--- config.mk ---
export PLATFORM = sky130hd
export DESIGN_NAME = serial_addsub_engine
export DESIGN_NICKNAME = d
export VERILOG_FILES = /design/src/rtl/addsub_pkg.sv /design/src/rtl/addsub_slice.sv /design/src/rtl/serial_addsub_engine.sv
export SDC_FILE = /design/constraint.sdc
export NUM_CORES = 1
export LEC_CHECK = 0
export BUFFER_PORTS_ARGS = -buffer_cell sky130_fd_sc_hd__buf_4
export CELL_PAD_IN_SITES_DETAIL_PLACEMENT = 0
export CELL_PAD_IN_SITES_GLOBAL_PLACEMENT = 1
export CORE_UTILIZATION = 30
export DETAILED_ROUTE_END_ITERATION = 16
export GPL_ROUTABILITY_DRIVEN = 1
export PLACE_DENSITY_LB_ADDON = 0.1
export SYNTH_ARGS = -nofsm -noshare
export SYNTH_HDL_FRONTEND = slang
export SYNTH_SLANG_ARGS = --single-unit
--- constraint.sdc ---
create_clock -name CLK -period 4.2 [get_ports CLK]
set_input_delay 0.42 -clock CLK [delete_from_list [all_inputs] [get_ports CLK]]
set_output_delay 0.42 -clock CLK [all_outputs]
set_load 0.01 [all_outputs]
--- src/rtl/addsub_pkg.sv ---
// -----------------------------------------------------------------------------
// addsub_pkg
// Shared definitions for the byte-serial add/subtract engine.
//   WIDTH_DEF : default slice width in bits
//   mode_t    : arithmetic mode of an operation (ADD / SUB)
//   state_t   : operation-tracking FSM states (IDLE / BUSY)
// -----------------------------------------------------------------------------
package addsub_pkg;

   localparam int unsigned WIDTH_DEF = 8;

   typedef enum logic {
      ADD = 1'b0,
      SUB = 1'b1
   } mode_t;

   typedef enum logic {
      IDLE = 1'b0,
      BUSY = 1'b1
   } state_t;

endpackage : addsub_pkg

--- src/rtl/addsub_slice.sv ---
// -----------------------------------------------------------------------------
// addsub_slice
// Combinational WIDTH-bit slice of a multi-precision adder/subtractor.
// Subtraction is done as A + ~B + cin, so the caller supplies an inverted
// borrow as cin on the first slice and chains the raw carry afterwards.
// Ports:
//   a, b  in  WIDTH  operand slices
//   mode  in  mode_t ADD: B used as-is, SUB: B inverted
//   cin   in  1      chain input (already carry-polarity)
//   sum   out WIDTH  result slice
//   cout  out 1      raw carry out of the slice (not borrow-adjusted)
//   ovf   out 1      signed overflow of this slice treated as the top slice
// -----------------------------------------------------------------------------
module addsub_slice
   import addsub_pkg::*;
#(
   parameter int unsigned WIDTH = WIDTH_DEF
) (
   input  logic [WIDTH-1:0] a,
   input  logic [WIDTH-1:0] b,
   input  mode_t            mode,
   input  logic             cin,
   output logic [WIDTH-1:0] sum,
   output logic             cout,
   output logic             ovf
);

   logic [WIDTH-1:0] bx;
   logic [WIDTH:0]   full;

   always_comb begin
      bx   = (mode == SUB) ? ~b : b;
      full = {1'b0, a} + {1'b0, bx} + {{WIDTH{1'b0}}, cin};
      sum  = full[WIDTH-1:0];
      cout = full[WIDTH];
      // Overflow: both addends share a sign and the result sign differs.
      ovf  = (a[WIDTH-1] == bx[WIDTH-1]) && (sum[WIDTH-1] != a[WIDTH-1]);
   end

endmodule : addsub_slice

--- src/rtl/serial_addsub_engine.sv ---
// -----------------------------------------------------------------------------
// serial_addsub_engine
// Byte-serial multi-precision adder/subtractor. Operands arrive LSB-first as
// WIDTH-bit slices; each accepted beat produces one result slice one cycle
// later, with carry/borrow chained between beats.
//
// Handshake: a beat transfers on a rising edge where valid & ready are both
// high. in_ready = !out_valid | out_ready, i.e. a single output register and
// no skid buffer; while the output stalls, nothing inside the engine moves.
//
// Ports:
//   CLK, RESET            clock, synchronous active-high reset
//   in_valid/in_ready     input handshake
//   in_first, in_last     operation framing (LS slice / MS slice)
//   in_sub, in_cin        mode and carry/borrow-in, sampled on first beat
//   in_a, in_b            operand slices
//   out_valid/out_ready   output handshake
//   out_data, out_last    result slice and MS-slice marker
//   out_cout, out_zero,
//   out_ovf               end-of-operation flags, zero except on last beat
//   fsm_state             current operation-tracking state (observability)
// -----------------------------------------------------------------------------
module serial_addsub_engine
   import addsub_pkg::*;
#(
   parameter int unsigned WIDTH = WIDTH_DEF
) (
   input  logic             CLK,
   input  logic             RESET,
   input  logic             in_valid,
   output logic             in_ready,
   input  logic             in_first,
   input  logic             in_last,
   input  logic             in_sub,
   input  logic             in_cin,
   input  logic [WIDTH-1:0] in_a,
   input  logic [WIDTH-1:0] in_b,
   output logic             out_valid,
   input  logic             out_ready,
   output logic [WIDTH-1:0] out_data,
   output logic             out_last,
   output logic             out_cout,
   output logic             out_zero,
   output logic             out_ovf,
   output state_t           fsm_state
);

   state_t           state_q;
   state_t           state_d;
   mode_t            mode_q;
   logic             carry_q;
   logic             zero_acc_q;

   logic             accept;
   logic             first_beat;
   mode_t            mode_eff;
   logic             c0;
   logic [WIDTH-1:0] sum;
   logic             carry;
   logic             ovf;
   logic             zero_next;

   assign in_ready  = !out_valid || out_ready;
   assign accept    = in_valid && in_ready;
   assign fsm_state = state_q;

   // Any beat accepted in IDLE opens a new operation, as does in_first while
   // BUSY (which silently abandons the open one).
   assign first_beat = (state_q == IDLE) || in_first;

   always_comb begin
      mode_eff  = mode_q;
      c0        = carry_q;
      zero_next = zero_acc_q;
      if (first_beat) begin
         mode_eff = in_sub ? SUB : ADD;
         // Subtraction adds ~B, so a borrow-in of 0 means a carry-in of 1.
         c0       = in_sub ? ~in_cin : in_cin;
      end
      zero_next = (first_beat || zero_acc_q) && (sum == '0);
   end

   addsub_slice #(
      .WIDTH (WIDTH)
   ) u_slice (
      .a    (in_a),
      .b    (in_b),
      .mode (mode_eff),
      .cin  (c0),
      .sum  (sum),
      .cout (carry),
      .ovf  (ovf)
   );

   // FSM: state register
   always_ff @(posedge CLK) begin
      if (RESET) begin
         state_q <= IDLE;
      end else begin
         state_q <= state_d;
      end
   end

   // FSM: next state
   always_comb begin
      state_d = state_q;
      if (accept) begin
         state_d = in_last ? IDLE : BUSY;
      end
   end

   // Chain state and output register. Everything changes only on an
   // accepted beat; a consumed output with no new beat just drops valid.
   always_ff @(posedge CLK) begin
      if (RESET) begin
         mode_q     <= ADD;
         carry_q    <= 1'b0;
         zero_acc_q <= 1'b1;
         out_valid  <= 1'b0;
         out_data   <= '0;
         out_last   <= 1'b0;
         out_cout   <= 1'b0;
         out_zero   <= 1'b0;
         out_ovf    <= 1'b0;
      end else if (accept) begin
         mode_q     <= mode_eff;
         carry_q    <= carry;
         zero_acc_q <= zero_next;
         out_valid  <= 1'b1;
         out_data   <= sum;
         out_last   <= in_last;
         out_cout   <= in_last && ((mode_eff == SUB) ? ~carry : carry);
         out_zero   <= in_last && zero_next;
         out_ovf    <= in_last && ovf;
      end else if (out_ready) begin
         out_valid  <= 1'b0;
      end
   end

endmodule : serial_addsub_engine
==> results.py, run 1 <==
metrics = {
    "yosys": {
        "synth_area_um2": 1060,
        "seq_area_frac_synth_pct": 32.2,
        "synth_area_per_cell_um2": 8.40,
        "netlist_instances": 126,
        "ys.warnings.count": 0,
        "synth_fp_nets": 159,
        "synth-seq-cells": 17,
        "synth_cell_types": 35,
    },
    "global_routing": {
        "grt_pass1_vias": 895,
        "overflow": 0,
        "grt_max_degree": 20,
        "antenna_found_initial": 0,
        "grt_use_total_pct": 14.1,
        "grt_pass1_wl_um": 3880,
    },
    "finish": {
        "fillerInstances": 367,
        "syn_to_final_growth_pct": 33.7,
        "multi_input_area_um2": 679,
        "final_nets": 198,
        "postLayoutCoreUtil_pct": 42.1,
        "diodes": 0,
        "register_area_um2": 340,
        "drive_above_1_share_pct": 26.8,
    },
    "floorplanning": {
        "rows": 21,
        "die_area_um2": 3770,
        "die-width_um": 61.4,
        "initial_utilization_pct": 31.5,
        "die_y_um": 61.4,
        "ios": 39,
        "core_um2": 3360,
    },
    "clock_network": {
        "postCtsSetupBuffers": 0,
        "cts-buffers-inserted": 3,
        "path_clk_slew_ps": 100,
        "cts_resized": 0,
        "htreeDepth": 1,
        "cts_tree": "built",
        "clock_latency_ps": 290,
        "cts.path.max_buffers": 2,
        "cts-root-buf": "clkbuf_4",
        "cts_sinks": 17,
        "holdBufCountCts": 0,
    },
    "drt": {
        "vias_per_cell": 4.70,
        "drc_errors": 0,
        "wirelength_um": 2500,
        "postRouteAntennaNets": 0,
        "routedWlPerCell_um": 11.9,
        "dr.pass1.iters": 4,
        "vias": 988,
        "drt_iter0_markers": 29,
    },
    "worst_setup_path": {
        "critical_path_peak_fanout": 9,
        "critPathLaunchType": "register",
        "worst_ep_required_time_ps": 4420,
        "r2r_cells": 11,
        "r2r_end": "zero_acc_q",
        "crit_end": "zero_acc_q",
        "arrival_ps": 3220,
        "startpoint": "fsm_state",
        "rr_startpoint": "fsm_state",
        "end_kind": "register",
        "rrSetupSlack_ps": 1200,
        "crit_type": "reg2reg",
    },
    "timing": {
        "holdWs_ps": 378,
        "final_max_slew_viol_count": 0,
        "rsz0062_at_grt": "no",
        "slew_headroom_pct": 56.4,
        "post-route-min-period_ps": 3000,
        "fmax_mhz": 333,
        "setup_violations": 0,
        "fin_crit_sh_pct": 71.5,
        "fin_setup_tns_ps": 0,
        "tightest_slew_ps": 654,
        "final-hold-violation-count": 0,
        "skew_ps": 8.97,
    },
    "pwr": {
        "p_per_area_nw_per_um2": 335,
        "p_leak_nw": 0.617,
        "swShare_pct": 34.1,
        "p_sw_w": 0.000161,
        "p_int_w": 0.000312,
        "p_comb_share_pct": 42.7,
        "worst_ir_drop_vdd_v": 0.000168,
        "clockPowerShare_pct": 17.9,
        "p_seq_share_pct": 39.4,
    },
    "place": {
        "gp_congestion": 0.776,
        "port_buffers": 38,
        "hpwlAfterDp_um": 1980,
    },
    "status": {
        "status": "completed",
    },
    "job": {
        "drv_cap": 0,
    },
    "min_path": {
        "hp-start": "in_valid",
        "hp-class": "in2reg",
    },
}
kinds of logic after synthesis:
group,Yosys count,synth area share (%)
AO/OA/AOI/OAI,34,19.9
XOR/XNOR,17,14.1
adder cells (fa/ha/maj),9,12.1
multiplexers,1,0.946
flip-flops,17,32.2
AND/OR/NAND/NOR,38,17.3
buffers and inverters,10,3.66
layer usage:
layer | vias to the layer above | global-route usage [%] | wire (µm)
met5 | - | 0 | 0
met3 | 2 | 3.99 | 140
met1 | 443 | 18.2 | 1160
met4 | 0 | 2.86 | 14
met2 | 26 | 23.6 | 1180
li1 | 517 | - | -
stage by stage:
step / area (µm²) / setup slack (ps) / power (W) / std cells
2_1_floorplan: 1060 / 1170 / 0.000323 / 126
3_3_place_gp: 1390 / 1010 / 0.000393 / 206
3_5_place_dp: 1390 / 947 / 0.000393 / 206
4_1_cts: 1420 / 1140 / 0.000480 / 210
5_1_grt: 1420 / 941 / 0.000513 / 210
6_report: 1420 / 1200 / 0.000473 / 210
critical path: stages, from the launching register on:
cell and delay (ps):
dfxtp_1 340, nand2b_1 180, mux2i_1 290, buf_4 240, xnor2_1 160, inv_1 90, fa_1 430, xnor2_1 180
nor4b_1 340, o211ai_1 140, or4_1 430, o21ai_1 130
flip-flops by register name, indices dropped and copies added, names as in the netlist:
register / cells
carry_q: 1
fsm_state: 1
mode_q: 1
out_cout: 1
out_data: 8
out_last: 1
out_ovf: 1
out_valid: 1
out_zero: 1
zero_acc_q: 1
cells in the final DEF, fill, tap and decap left out, drive strengths merged, types with 2 or more instances in the layout:
cell type,Yosys,routed
dfxtp,17,17
nor2,7,7
nand2,16,16
fa,2,2
o21ai,6,6
a21o,2,2
clkbuf,3,4
ha,7,7
nand3b,2,2
xnor2,14,14
buf,2,39
a31oi,2,2
nand3,2,2
a211oi,4,4
inv,5,5
xor2,3,3
nand2b,3,3
or3,2,2
a21oi,15,15
power by group through the flow:
stage / Sequential (W) / Combinational [W] / Clock (W)
4_1_cts: 0.000187 / 0.000204 / 0.0000898
5_1_grt: 0.000188 / 0.000227 / 0.0000979
6_report: 0.000186 / 0.000202 / 0.0000850
3_3_place_gp: 0.000190 / 0.000203 / 0
2_1_floorplan: 0.000196 / 0.000128 / 0
3_5_place_dp: 0.000190 / 0.000202 / 0
layout make-up:
class,count,share of cell area [%]
Inverter,5,1.33
Tap cell,46,4.07
Sequential cell,17,24.0
Timing Repair Buffer,39,20.7
Clock buffer,4,1.86
Multi-Input combinational cell,99,48.0
worst min-delay path by stage:
stage,to,slack (ps),depth (start not counted)
finish,out_valid,380,3
detailed placement,out_data[7],450,2
global placement,out_data[7],440,2
floorplan,zero_acc_q,450,2
global route,out_valid,380,3
CTS,out_valid,370,3
synth_stat cells:
library cell | count | area, µm²
nand3b_1 | 2 | 15.0
o22ai_1 | 1 | 6.26
a31oi_1 | 2 | 12.5
o2111ai_1 | 1 | 8.76
and2_0 | 1 | 6.26
a21oi_2 | 1 | 8.76
o211ai_1 | 1 | 7.51
o21bai_1 | 1 | 7.51
inv_1 | 5 | 18.8
a21oi_1 | 14 | 70.1
dfxtp_1 | 17 | 340
clkbuf_1 | 3 | 11.3
o21ai_0 | 4 | 20.0
buf_2 | 1 | 5.00
a211oi_2 | 1 | 12.5
nand3_1 | 2 | 10.0
nor2_1 | 7 | 26.3
nand2b_1 | 3 | 18.8
a211oi_1 | 3 | 22.5
a21o_1 | 2 | 15.0
o21ai_1 | 2 | 10.0
xor2_1 | 3 | 26.3
fa_1 | 2 | 40.0
or4_1 | 1 | 7.51
nor2b_1 | 1 | 6.26
xnor2_1 | 14 | 123
or2_0 | 1 | 6.26
mux2i_1 | 1 | 10.0
o41ai_1 | 1 | 8.76
or3_1 | 2 | 12.5
nor3_1 | 1 | 5.00
ha_1 | 7 | 87.6
buf_1 | 1 | 3.75
nand2_1 | 16 | 60.1
nor4b_1 | 1 | 8.76
(Power assumes the default switching activity.)
==> inputs of run 2 (changes only) <==
ABC_AREA = 1   (was not set)
clock period = 2.85 ns   (was 4.2 ns; I/O delays follow)
==> results.py, run 2 <==
metrics = {
    "status": {
        "status": "completed",
    },
    "place": {
        "gp_congestion": 0.794,
        "hpwlAfterDp_um": 2370,
        "port_buffers": 38,
    },
    "worst_setup_path": {
        "cp_cell_sequence": "inv_1 -> or2_4 -> clkinv_1 -> nand2_2 -> nand2_4 -> xor2_2 -> fa_2 -> inv_1 -> fa_1 -> inv_1 -> nand2_1 -> nand2_2 -> nand3_1 -> nand2_1 -> nand2_1 -> nor2_2 -> nand4_1 -> a21oi_1",
        "crit_family": "simple AND/OR/NAND/NOR gates",
        "critPathLaunchType": "register",
        "slowest_delay_ps": 380,
        "worst_ep_required_time_ps": 3030,
        "slowest_stage": "fa_1",
        "rrSetupSlack_ps": 280,
        "worst-path-buf-inv": 4,
        "end_kind": "register",
        "arrival_ps": 2750,
        "critical_path_peak_fanout": 5,
        "crit_type": "reg2reg",
    },
    "global_routing": {
        "grt_max_degree": 20,
        "grt_use_total_pct": 13.7,
        "overflow": 0,
        "grt_pass1_wl_um": 4610,
        "grt_pass1_vias": 1044,
        "antenna_found_initial": 0,
    },
    "yosys": {
        "synth_cell_types": 33,
        "synth_edf_count": 0,
        "synth_flop_cell": "dfxtp_1",
        "async_flop_share_pct": 0,
        "synth_area_per_cell_um2": 6.99,
        "synth_fp_nets": 210,
        "synth.largest_area_cell": "dfxtp_1",
        "synthTopCellsByCount": "37 x nand2_1, 27 x inv_1, 17 x dfxtp_1, 15 x nor2_1, 11 x nand3_1",
        "synth-seq-cells": 17,
        "synth_area_um2": 1240,
        "yosysTopAreaCellShare_pct": 27.5,
        "yosysMostFrequentCell": "nand2_1",
        "ys.warnings.count": 0,
        "seq_area_frac_synth_pct": 27.5,
        "synth.area.top_cells": "dfxtp_1 28%, nand2_1 11%, inv_1 8.2%",
        "netlist_instances": 177,
    },
    "finish": {
        "drive_above_1_share_pct": 29.8,
        "diodes": 0,
        "largest_reg_flops": 8,
        "syn_to_final_growth_pct": 32.3,
        "final_cell_mix": "39 x buf_4, 37 x nand2_1, 27 x inv_1",
        "top_register": "out_data",
        "final_nets": 252,
        "final_common_cell": "buf_4",
    },
    "clock_network": {
        "cts_tree": "built",
        "cts.path.max_buffers": 2,
        "cts-buffers-inserted": 3,
        "htreeDepth": 1,
        "holdBufCountCts": 0,
        "clock_latency_ps": 250,
        "cts-root-buf": "clkbuf_8",
        "path_clk_slew_ps": 60,
        "cts_sinks": 17,
    },
    "drt": {
        "postRouteAntennaNets": 0,
        "drc_errors": 0,
        "wirelength_um": 2880,
        "vias_per_cell": 4.46,
        "routedWlPerCell_um": 10.8,
        "drt_iter0_markers": 25,
        "dr.pass1.iters": 4,
        "vias": 1187,
    },
    "timing": {
        "skew_ps": 4.28,
        "fin_setup_tns_ps": 0,
        "rsz0062_at_grt": "no",
        "fin_crit_sh_pct": 90.0,
        "fmax_mhz": 390,
        "setup_violations": 0,
        "final-hold-violation-count": 0,
        "tightest_slew_ps": 520,
        "slew_headroom_pct": 65.2,
        "holdWs_ps": 261,
        "post-route-min-period_ps": 2570,
        "final_max_slew_viol_count": 0,
    },
    "floorplanning": {
        "initial_utilization_pct": 32.6,
        "die-width_um": 66.2,
        "rows": 22,
        "core_um2": 3800,
        "ios": 39,
        "die_area_um2": 4390,
        "die_y_um": 66.2,
    },
    "pwr": {
        "p_per_area_nw_per_um2": 478,
        "worst_ir_drop_vdd_v": 0.000246,
        "p_leak_nw": 0.863,
    },
    "min_path": {
        "hp-class": "in2reg",
    },
    "job": {
        "drv_cap": 0,
    },
}
run 2: changes by cell type in the layout (fill, tap and decap cells not counted), moves of 4 or more:
| cell | previous run | this run |
|---|---|---|
| a21oi_1 | 14 | 10 |
| xor2_1 | 3 | 7 |
| inv_1 | 5 | 27 |
| xnor2_1 | 14 | 1 |
| nand2_1 | 16 | 37 |
| nor2_1 | 7 | 15 |
| o21ai_0 | 4 | 8 |
| nand2_2 | 0 | 6 |
| nand3_1 | 2 | 11 |
run 2: area by class of cell:
cell class	count	area (µm²)
fill	404	2160
multi-input combinational	126	776
sequential	17	340
timing repair buffer	39	293
inverter	32	123
tap	48	60.1
clock buffer	4	45.0
run 2: final timing paths:
kind / startpoint / to / cells after the start
max: fsm_state / out_zero / 18
min: RESET / out_cout / 2
max reg2reg: fsm_state / out_zero / 18
min reg2reg: out_ovf / out_ovf / 2
run 2: repair_timing:
item                       in CTS  in global routing
buffers inserted                0                  0
gates resized for setup         0                  2
setup endpoints to repair       0                  1
run 2: power breakdown:
| group | internal, W | switching [W] | total, W |
|---|---|---|---|
| logic | 0.000142 | 0.000189 | 0.000331 |
| clock network | 0.0000991 | 0.0000810 | 0.000180 |
| registers | 0.000260 | 0.0000122 | 0.000272 |
run 2: logic make-up (layout without fill, tap and decap cells):
family                   count (synthesis)  in the layout  synth area share [%]
XOR/XNOR                                10             10                  7.69
adder cells (fa/ha/maj)                  9              9                  10.3
AO/OA/AOI/OAI                           28             28                  14.2
AND/OR/NAND/NOR                         79             79                  29.7
flip-flops                              17             17                  27.5
buffers and inverters                   34             75                  10.6
run 2: per-stage QoR:
stage	cells	utilization, %	cell area (µm²)	setup WS [ps]	total power [W]
after floorplan	177	-	1240	310	0.000500
after global placement	262	41.6	1580	237	0.000606
after detailed placement	262	41.6	1580	202	0.000609
after CTS	266	42.8	1630	221	0.000789
after global routing	266	43.1	1640	21.8	0.000843
final	266	43.1	1640	284	0.000783
run 2: layer usage:
metal | GRT usage [%] | vias to the layer above | routed length, µm
li1 | - | 639 | -
met1 | 17.9 | 522 | 1400
met2 | 23.0 | 26 | 1340
met3 | 3.79 | 0 | 138
met4 | 1.60 | 0 | 0
met5 | 0 | - | 0
